File: src/rtl/xorshift_bank.sv
// xorshift_bank: NUM_CH parallel xorshift128 generators sharing one seed.
// Each channel decorrelates the shared seed by XORing all four words with
// (channel * SEED_STRIDE). A WARM phase discards WARMUP advances after every
// reset or seed load; the RUN phase presents words with a valid/ready handshake.
// Optional macro XORSHIFT_ZERO_GUARD_EN: a channel whose seeded state would be
// all zero loads the default seed for that channel instead.
module xorshift_bank #(
  parameter int unsigned NUM_CH      = 4,
  parameter int unsigned WARMUP      = 8,
  parameter logic [31:0] SEED_STRIDE = 32'h9E3779B9
) (
  input  logic                    clk,
  input  logic                    rst,
  input  logic                    seed_valid,
  input  logic [127:0]            seed_data,
  input  logic                    out_ready,
  output logic                    out_valid,
  output logic [32*NUM_CH-1:0]    rand_num,
  output logic [31:0]             accept_cnt
);

  localparam logic [0:0]   WARM         = 1'b0;
  localparam logic [0:0]   RUN          = 1'b1;
  localparam logic [0:0]   LOAD_STATE   = (WARMUP == 0) ? RUN : WARM;
  localparam logic [7:0]   WARM_N       = 8'(WARMUP);
  localparam logic [127:0] DEFAULT_SEED = {32'd123456789, 32'd362436069,
                                           32'd521288629, 32'd88675123};

  // Per-channel state packed as {x,y,z,w}, x in the top word.
  logic [127:0] r_st [NUM_CH];
  logic [0:0]   r_state;
  logic [7:0]   r_warm_cnt;
  logic [31:0]  r_accept_cnt;

  logic         w_load;
  logic         w_advance;
  logic         w_accept;
  logic [127:0] w_seed_src;

  function automatic logic [127:0] xs_advance(input logic [127:0] s);
    logic [31:0] x, y, z, w, t, nw;
    x  = s[127:96];
    y  = s[95:64];
    z  = s[63:32];
    w  = s[31:0];
    t  = x ^ (x << 11);
    nw = (w ^ (w >> 19)) ^ (t ^ (t >> 8));
    return {y, z, w, nw};
  endfunction

  function automatic logic [127:0] chan_seed(input logic [127:0] s, input int unsigned ch);
    logic [31:0]  k;
    logic [127:0] r;
    k = ch * SEED_STRIDE;
    r = s ^ {4{k}};
`ifdef XORSHIFT_ZERO_GUARD_EN
    if (r == '0) r = DEFAULT_SEED ^ {4{k}};
`endif
    return r;
  endfunction

  // Load/advance decode; rst wins over seed_valid, and any load wins over an advance.
  always_comb begin
    w_load     = rst | seed_valid;
    w_seed_src = rst ? DEFAULT_SEED : seed_data;
    w_accept   = (r_state == RUN) & out_ready;
    w_advance  = (r_state == WARM) | w_accept;
  end

  // Channel state: seed on load, otherwise step all channels together when advancing.
  always_ff @(posedge clk) begin
    for (int unsigned i = 0; i < NUM_CH; i++) begin
      if (w_load)         r_st[i] <= chan_seed(w_seed_src, i);
      else if (w_advance) r_st[i] <= xs_advance(r_st[i]);
    end
  end

  // Phase control, warm-up counting and accepted-transfer count.
  always_ff @(posedge clk) begin
    if (w_load) begin
      r_state      <= LOAD_STATE;
      r_warm_cnt   <= '0;
      r_accept_cnt <= '0;
    end else if (r_state == WARM) begin
      r_warm_cnt <= r_warm_cnt + 8'd1;
      if (r_warm_cnt + 8'd1 == WARM_N) r_state <= RUN;
    end else if (w_accept) begin
      r_accept_cnt <= r_accept_cnt + 32'd1;
    end
  end

  // Outputs come straight from the registers.
  always_comb begin
    out_valid  = (r_state == RUN);
    accept_cnt = r_accept_cnt;
    rand_num   = '0;
    for (int unsigned i = 0; i < NUM_CH; i++) rand_num[32*i +: 32] = r_st[i][31:0];
  end

endmodule

File: config.mk
export PLATFORM = sky130hd
export DESIGN_NAME = xorshift_bank
export DESIGN_NICKNAME = d
export VERILOG_FILES = /design/src/rtl/xorshift_bank.sv
export SDC_FILE = /design/constraint.sdc
export NUM_CORES = 1
export LEC_CHECK = 0
export BUFFER_PORTS_ARGS = -buffer_cell sky130_fd_sc_hd__buf_2
export CAP_MARGIN = 20
export CORE_ASPECT_RATIO = 0.9
export CORE_MARGIN = 2
export CORE_UTILIZATION = 53
export DETAILED_ROUTE_END_ITERATION = 10
export GPL_ROUTABILITY_DRIVEN = 0
export MAX_ROUTING_LAYER = met4
export PLACE_DENSITY = 0.74
export RECOVER_POWER = 50
export SLEW_MARGIN = 20
export SYNTH_ARGS = -nofsm -noshare
export SYNTH_HDL_FRONTEND = slang
export SYNTH_SLANG_ARGS = --single-unit
File: constraint.sdc
create_clock -name clk -period 16.9 [get_ports clk]
set_clock_uncertainty 0.1 [all_clocks]
set_input_delay 1.69 -clock clk [delete_from_list [all_inputs] [get_ports clk]]
set_output_delay 1.69 -clock clk [all_outputs]
set_load 0.01 [all_outputs]
# Yosys cells after proc, flatten, opt, wreduce, memory -nomap -nowiden
# Memory sizes are Yosys's and may differ from the RTL's.
# Index checks and enable logic that the tools add are counted.
# word_totals
out_inout_bits,161
mem_count,1
regBits,41
ram_bits,512
# memory_table
memory,words,word_bits,read_ports,rd_ports_with_merged_regs,wr,line,rtl
r_st,4,128,4,0,4,30,logic [127:0] r_st [NUM_CH];
# op_classes
eq_ne,1
muxes,12
addsub,2
reduce_logical,1
n_bitwise,27
# op_table
op,count
$mux 128,5
$xor 32x32->32,8
$xor 32x13->32,4
$xor 32x24->32,4
$not 80->80,1
$not 76->76,1
$not 72->72,1
$add 32x1->32 const B,1
$add 8x1->8 const B,1
$eq 8x4->1 const B,1
$mux 1,7
$or 1x1->1,6
$reduce_and 2->1,1
$and 1x1->1,1
$not 1->1,1

# Longest topological paths before layout
# Gate-level depths: netlist of run 1.
# logic_depth
word_depth,6
ltp_mapped,7
depth_no_buf,5

# Least setup slack after synthesis of run 1
# Ideal clock, no wire load.
# synth_path
kind,input -> register
startpoint,input port rst
endpoint,"memory r_st[0][0], enable pin"
n_path_buf,0
stages,2
setup_time_ns,3.641
setup_slack_ns,2.868
t_arrival_ns,10.291
cell_sequence,nor2_1 -> nand2_1
# synth_lines
element,line,rtl
start: declaration,13,"input logic rst,"
end: declaration,30,

==> results of run 1 <==
-- sequential cells by signal, indices dropped and copies added (netlist names) --
| signal | count |
|---|---|
| accept_cnt | 32 |
| out_valid | 1 |
| r_st | 512 |
| r_warm_cnt | 8 |
-- critical path, cell delays in order --
cell	delay, ns
buf_2	0.07
clkbuf_1	1.76
nor2_1	0.49
nand2_1	1.71
clkbuf_1	2.84
o21ai_0	0.86
a21boi_0	0.35
-- final timing paths --
| path | startpoint | to | slack (ns) | cells past startpoint |
|---|---|---|---|---|
| worst max register to register | out_valid | r_st[0][13] | 9.75 | 5 |
| worst min-delay path | accept_cnt[31] | accept_cnt[31] | 0.40 | 2 |
| worst max-delay path | rst | r_st[0][13] | 7.18 | 7 |
| worst min register to register | accept_cnt[31] | accept_cnt[31] | 0.40 | 2 |
-- kinds of logic (layout without fill, tap and decap cells) --
logic type	count (synthesis)	after routing
flops	553	553
xor+xnor	391	391
other cells	0	20
mux	2	2
compound gates	575	575
simple gates	333	333
fa+ha+maj	3	3
buf+inv	262	420
-- metrics by stage --
step / hold slack [ns] / setup WS (ns)
after floorplan: 0.390 / 2.87
after global placement: 0.376 / 11.22
after detailed placement: 0.389 / 11.16
after CTS: 0.399 / 11.82
after global routing: 0.427 / 6.38
final: 0.400 / 7.18
-- cell usage after synthesis (all sizes together), types with 3 or more instances --
master | instances | share of area [%]
o21ai | 197 | 3.7
clkbuf | 108 | 1.5
ha | 3 | 0.14
buf | 140 | 3.8
a21oi | 115 | 2.2
nand3 | 12 | 0.23
inv | 14 | 0.20
or3 | 19 | 0.45
o31ai | 11 | 0.31
nand4 | 14 | 0.39
and4 | 3 | 0.099
and3 | 5 | 0.12
xnor2 | 295 | 9.8
a22o | 105 | 3.5
o41ai | 3 | 0.099
xor2 | 96 | 3.2
or2 | 3 | 0.071
edfxtp | 512 | 58
nand4b | 4 | 0.13
o21a | 3 | 0.085
and2 | 3 | 0.071
o22ai | 9 | 0.21
nand2 | 120 | 1.7
dfxtp | 41 | 3.1
o22a | 112 | 3.7
a41o | 3 | 0.11
a31oi | 4 | 0.094
nor4 | 9 | 0.21
or4 | 12 | 0.35
a21boi | 5 | 0.14
nor3 | 6 | 0.11
nor2 | 115 | 1.6
-- layout make-up --
| type | count | area, sq um |
|---|---|---|
| flip-flops and latches | 553 | 16200 |
| repair buffers | 306 | 1400 |
| inverters | 14 | 52.6 |
| clock buffers | 73 | 1560 |
| diodes | 20 | 50.0 |
| multi-input cells | 1304 | 8850 |
| well taps | 671 | 840 |
| fillers | 3965 | 20100 |
| clock inverters | 27 | 213 |
-- layout by cell type, fill, tap and decap left out, drive strengths merged, types with 16 or more instances in the layout --
master and n:
a21oi 115, a22o 105, buf 141, clkbuf 238, clkinv 21, dfxtp 41, diode 20, edfxtp 512
inv 16, nand2 120, nor2 115, o21ai 197, o22a 112, or3 19, xnor2 295, xor2 96
-- layer usage --
metal  vias up  share of wire, %  wire (microns)  track usage, %
met2       718                46           29000            36.2
li1       7939                 -               -               -
met1      8611                42           26400            34.0
met5         -                 0               0               -
met4         0               2.4            1480            7.54
met3       103               9.0            5640            4.79
-- where the power goes --
| part | internal (uW) | switching (uW) | total [uW] |
|---|---|---|---|
| combinational | 228 | 249 | 477 |
| clock | 693 | 522 | 1220 |
| sequential | 1630 | 107 | 1730 |
==> flow_summary.toml, run 1 <==
[clocking]
clock_latency_ns = 0.61
path_clk_slew_ns = 0.06
cts_buffers = 56
postCtsSetupRepairBufs = 0
cts_tree = "done"
postCtsHoldBufs = 0
htree_levels = 2
cts.sinks = 553
cts_root_buf = "clkbuf_16"
cts_resized = 0
clock_path_buffers = 3

[worst_setup_path]
cp.arrival_ns = 9.91
cp-end-kind = "register"
crit_type = "in2reg"
crit_fanout = 94
startpoint_type = "input pin"
critical_path_required_ns = 17.10

[routing]
routed_via_density = 5.85
wl_per_cell_microns = 21.0
drt_iter0_drc = 1835
ant_nets = 0
num_vias = 17400
drc = 0
drt_first_pass_iters = 5
wl_microns = 62500

[place]
place_inst = 2847
io_buffer_count = 292
placed_area_sq_mm = 0.0275
post-dp-hpwl_microns = 40800

[pwr]
irDropWorstVdd_v = 0.0000824
power_per_cell_area_mw_per_mm2 = 118
p_leak_uw = 0.0100
power.total_uw = 3430

[logic_synthesis]
synth.area.mux_share_pct = 0.0756
yosys.cell_types.count = 50
ys_ff_latch = 553
yosysWarnings = 0
synthFlopType = "edfxtp_1"
synthSimpleGateAreaFrac_pct = 5.80
synthArstFlopShare_pct = 0
synth-seq-area-share_pct = 61.1
syn_area_sq_mm = 0.0265
synth_top_family_by_area = "compound AO/OA/AOI/OAI gates"
synth_xor_area_share_pct = 12.9
syn_nets = 2254
synth_compound_area_share_pct = 14.4
synth_edf_count = 512
synth_area_per_cell_sq_um = 12.5
synth_adder_area_share_pct = 0.142
syn_inst = 2119

[cells_and_area]
nets = 2370
drive_above_1_share_pct = 10.1
syn2layout_area_growth_pct = 10.1
final_area_sq_mm = 0.0292
fin_util_pct = 59.2
finalNonFillerCells = 2968

[floorplan]
start_util_pct = 53.8
die_h_microns = 216
die_area_sq_mm = 0.0518
io_pins = 293
rows = 77
die_w_microns = 240
design.core.area_sq_mm = 0.0492

[status]
status = "finished with violations"
violations = "capacitance limit, slew limit"

[sta]
fmax_mhz = 103
hold_viol = 0
setup_violations = 0
tns_ns = 0
rsz0062_at_grt = "false"
period_needed_ns = 9.72
tightest_slew_ns = 3.91
max_slew_margin_pct = -161
drv_slew = 462
period_share_pct = 57.5

[grt]
gr-total-overflow = 0
grt_util_all_layers_pct = 24.3
antenna_found_initial = 17
grt_pass1_vias = 16500
grt_pass1_wl_microns = 95000
grt_max_degree = 183

[hold_path]
hp-class = "reg2reg"

[flow_run]
maxCapViolations = 7
Note: power is estimated with default switching activity, not from simulation.
==> run 2, diff against run 1 <==
- PLACE_DENSITY: 0.74 -> 0.77
- clock period: 16.9 -> 8.1 ns (I/O delays scaled with it)
==> run 2 against run 1 <==
The run still ends with capacitance limit, slew limit left. Core utilization grew 0.18 points. Global-route usage is 0.21 points higher. Worst hold slack worse by 0.010 ns. Largest cell class unchanged.
==> flow_summary.toml, run 2 (synthesis gave the netlist of run 1 again) <==
[floorplan]
start_util_pct = 53.8
rows = 77
design.core.area_sq_mm = 0.0492
io_pins = 293
die_w_microns = 240
die_h_microns = 216
die_area_sq_mm = 0.0518

[sta]
period_needed_ns = 5.49
fmax_mhz = 182
max_slew_margin_pct = -66.1
setup_violations = 0
drv_slew = 150
rsz0062_at_grt = "false"
hold_viol = 0
tightest_slew_ns = 2.49
tns_ns = 0
hold_ws_ns = 0.389
fin_ws_ns = 2.61
period_share_pct = 67.7

[pwr]
power_per_cell_area_mw_per_mm2 = 246
irDropWorstVdd_v = 0.000182
p_leak_uw = 0.0101

[worst_setup_path]
crit_top_cell = "clkbuf_1"
cp_cell_sequence = "buf_2, clkbuf_1, or2_2, nor2_4, clkbuf_1, buf_12, nor3b_1, a21oi_1"
startpoint_type = "input pin"
crit_slowest_cell = "clkbuf_1"
cp-end-kind = "register"
worstReg2RegStart = "out_valid"
cp.arrival_ns = 5.69
critical_path_required_ns = 8.31
cpPeakStageDelay_ns = 1.76
setup.worst_path.start = "rst"
crit_type = "in2reg"
crit_fanout = 190

[routing]
wl_per_cell_microns = 21.2
drt_first_pass_iters = 7
ant_nets = 0
routed_via_density = 5.82
drc = 0
drt_iter0_drc = 1937
wl_microns = 63100
num_vias = 17300

[place]
placed_area_sq_mm = 0.0276
post-dp-hpwl_microns = 41000
io_buffer_count = 292
place_ws_ns = 4.14
place_inst = 2848

[clocking]
cts_tree = "done"
clock_path_buffers = 3
postCtsHoldBufs = 0
cts_resized = 0
postCtsSetupRepairBufs = 0
htree_levels = 2
path_clk_slew_ns = 0.06
cts_root_buf = "clkbuf_16"
cts_buffers = 57
clock_latency_ns = 0.60
cts.sinks = 553

[status]
violations = "capacitance limit, slew limit"
status = "finished with violations"

[cells_and_area]
nets = 2371
finalNonFillerCells = 2978
drive_above_1_share_pct = 10.4
max_flop_register = "r_st"
final_area_sq_mm = 0.0292
largest_reg_flops = 512
final_common_cell = "edfxtp_1"
syn2layout_area_growth_pct = 10.4
final_cell_mix = "edfxtp_1, xnor2_1, o21ai_0, clkbuf_1, buf_2"
fill_cells = 3951

[grt]
antenna_found_initial = 19
grt_max_degree = 191
grt_pass1_vias = 16700
grt_util_all_layers_pct = 24.5
grt_pass1_wl_microns = 96000
gr-total-overflow = 0

[hold_path]
hold_start = "accept_cnt[31]"
hp-class = "reg2reg"

[flow_run]
maxCapViolations = 3
==> run 2: cell count changes in the layout (fill, tap and decap cells not counted), moves of 2 or more <==
cell        before  now
nand2_1        120  118
clkbuf_2         2    0
clkinv_1         9   12
bufinv_16        3    5
buf_12           2    4
diode_2         20   23
clkinvlp_4       1    4
clkbuf_8         3    0
clkinv_2        11   16
==> run 2: final cells by class <==
class / count / area (sq um) / area share (%)
tap: 671 / 840 / 2.87
timing repair buffer: 306 / 1410 / 4.81
sequential: 553 / 16200 / 55.4
multi-input combinational: 1304 / 8870 / 30.3
inverter: 14 / 52.6 / 0.180
clock buffer: 69 / 1510 / 5.18
clock inverter: 38 / 314 / 1.07
antenna: 23 / 57.6 / 0.197
==> run 2: metrics by stage <==
step	power, uW	utilization [%]
2_1_floorplan	4430	-
3_3_place_gp	4640	56.0
3_5_place_dp	4680	56.0
4_1_cts	7260	59.7
5_1_grt	7480	59.4
6_report	7200	59.4
==> run 2: critical path, delay by kind of cell <==
kind	cells	cell delay [ns]
AO/OA/AOI/OAI	1	0.08
buffers and inverters	4	3.13
AND/OR/NAND/NOR	3	1.35
==> run 2: layer usage <==
layer | track usage (%) | wire (microns) | vias up | part of all wire (%)
met5 | - | 0 | - | 0
met4 | 8.52 | 1720 | 0 | 2.7
met3 | 5.60 | 5310 | 121 | 8.4
met2 | 36.3 | 29100 | 639 | 46
met1 | 33.5 | 26900 | 8630 | 43
li1 | - | - | 7952 | -
==> run 2: final timing paths <==
| kind | to | slack (ns) | cells past startpoint |
|---|---|---|---|
| max | r_st[1][11] | 2.61 | 8 |
| max reg2reg | r_st[0][3] | 4.02 | 6 |
| min reg2reg | accept_cnt[31] | 0.39 | 2 |
| min | accept_cnt[31] | 0.39 | 2 |
==> run 2: power by group <==
group	internal [uW]	switching [uW]	leakage [uW]	total (uW)
combinational	473	522	0.00345	994
sequential	3400	220	0.00570	3620
clock	1490	1110	0.000896	2590
total	5350	1850	0.0101	7200
==> run 3, diff against run 2 <==
- PLACE_DENSITY: 0.77 -> 0.74
- clock period: 8.1 -> 5.3 ns (I/O delays scaled with it)
==> run 3 against run 2 <==
Via count fell by 0.17%. Register-to-register slack got worse by 2.7 ns. Cell area rose by 0.17%. The run still ends with capacitance limit, slew limit left. Flip-flop and latch count did not move. Routed wire length barely moved. Clock-buffer cell count rose by 6. Total power rose by 53%. Global-route usage barely moved. Critical path depth fell by 5. Worst hold slack got worse by 0.24 ns.
==> flow_summary.toml, run 3 (synthesis gave the netlist of run 1 again) <==
[status]
status = "finished with violations"
violations = "capacitance limit, slew limit"

[clocking]
clock_latency_ns = 0.60
postCtsSetupRepairBufs = 0
cts_root_buf = "clkbuf_16"
clock_path_buffers = 3
postCtsHoldBufs = 0
path_clk_slew_ns = 0.06
cts.sinks = 553
cts_resized = 0
htree_levels = 2
cts_tree = "done"
cts_buffers = 57

[sta]
fin_ws_ns = 1.32
max_slew_margin_pct = -84.6
hold_viol = 0
drv_slew = 432
period_share_pct = 75.1
tightest_slew_ns = 2.76
fmax_mhz = 251
rsz0062_at_grt = "false"
period_needed_ns = 3.98
setup_violations = 0
tns_ns = 0

[routing]
routed_via_density = 5.81
drt_iter0_drc = 1637
drt_first_pass_iters = 7
wl_per_cell_microns = 21.2
drc = 0
ant_nets = 0
wl_microns = 63000
num_vias = 17300

[hold_path]
hp-class = "in2reg"
min_path_cells = 3

[worst_setup_path]
critical_path_required_ns = 5.36
crit_type = "reg2reg"
crit_fanout = 74
startpoint_type = "register"
path_buf_inv = 1
cpPeakStageDelay_ns = 2.07
crit_slowest_cell = "dlymetal6s2s_1"
cp.arrival_ns = 4.04
path_depth = 3
cp-end-kind = "register"
crit_family = "buffers and inverters"
cp_cell_sequence = "and2b_1, nand2_8, dlymetal6s2s_1"
reg2reg_depth = 3

[cells_and_area]
syn2layout_area_growth_pct = 10.6
final_cell_mix = "edfxtp_1, xnor2_1, o21ai_0, clkbuf_1, buf_2"
fill_cells = 3904
largest_reg_flops = 512
max_flop_register = "r_st"
final_common_cell = "edfxtp_1"
nets = 2387
drive_above_1_share_pct = 10.3

[floorplan]
die_h_microns = 216
start_util_pct = 53.8
die_area_sq_mm = 0.0518
rows = 77
die_w_microns = 240
io_pins = 293
design.core.area_sq_mm = 0.0492

[pwr]
p_leak_uw = 0.0101
seq_power_share_pct = 50.3
pwr-share-clk_pct = 35.8
power.internal_uw = 8200
p_switching_uw = 2790
netSwitchingFraction_pct = 25.4
power_per_cell_area_mw_per_mm2 = 375
irDropWorstVdd_v = 0.000248
comb_power_share_pct = 13.9

[grt]
antenna_found_initial = 13
grt_pass1_vias = 16300
grt_util_all_layers_pct = 24.5
gr-total-overflow = 0
grt_max_degree = 127
grt_pass1_wl_microns = 95100

[place]
place_ws_ns = 1.91
post-dp-hpwl_microns = 42400
io_buffer_count = 292

[flow_run]
maxCapViolations = 7
==> run 3: cell types whose count changed in the layout (fill, tap and decap cells not counted), sizes merged <==
cell / previous run / this run
dlymetal6s2s: 0 / 1
clkbuf: 232 / 243
bufinv: 5 / 6
buf: 143 / 153
clkinv: 28 / 14
clkinvlp: 4 / 2
diode: 23 / 16
==> run 3: stage by stage <==
stage | hold WS (ns) | area (sq um) | std cells | total power, uW | util (%)
finish | 0.153 | 29300 | 2978 | 11000 | 59.5
floorplan | 0.390 | 26500 | 2119 | 6770 | -
CTS | 0.113 | 29500 | 2962 | 11100 | 60.0
global placement | 0.356 | 27800 | 2864 | 7110 | 56.4
detailed placement | 0.383 | 27800 | 2864 | 7160 | 56.4
global route | 0.141 | 29300 | 2973 | 11400 | 59.5
==> run 3: worst paths after layout <==
| check | from | to | slack, ns |
|---|---|---|---|
| worst max-delay path | out_valid | r_st[2][53] | 1.32 |
| worst min register to register | accept_cnt[31] | accept_cnt[31] | 0.39 |
| worst max register to register | out_valid | r_st[2][53] | 1.32 |
| worst min-delay path | seed_valid | accept_cnt[31] | 0.15 |
==> run 3: final cells by class <==
type                    count  area, sq um  area share [%]
clock buffers              75         1510            5.17
repair buffers            322         1530            5.22
inverters                  14         52.6           0.179
well taps                 671          840            2.87
multi-input cells        1304         8860            30.2
flip-flops and latches    553        16200            55.3
diodes                     16         40.0           0.137
clock inverters            23          265           0.905
==> run 3: power by group through the flow <==
stage / clock (uW) / sequential [uW] / combinational [uW]
final: 3940 / 5530 / 1530
after global routing: 4160 / 5560 / 1670
after CTS: 4000 / 5520 / 1570
after detailed placement: 0 / 5610 / 1550
after global placement: 0 / 5600 / 1510
after floorplan: 0 / 5470 / 1300
==> run 3: worst register-to-register path, delay by kind of cell (launching register included) <==
family | cells | cell delay, ns
buf+inv | 1 | 2.11
simple gates | 2 | 0.79
flops | 1 | 0.49
==> run 3: routing by layer <==
metal	track usage, %	part of all wire (%)
met2	36.4	46
met1	34.3	43
met5	-	0
met3	4.84	8.9
met4	7.52	2.7
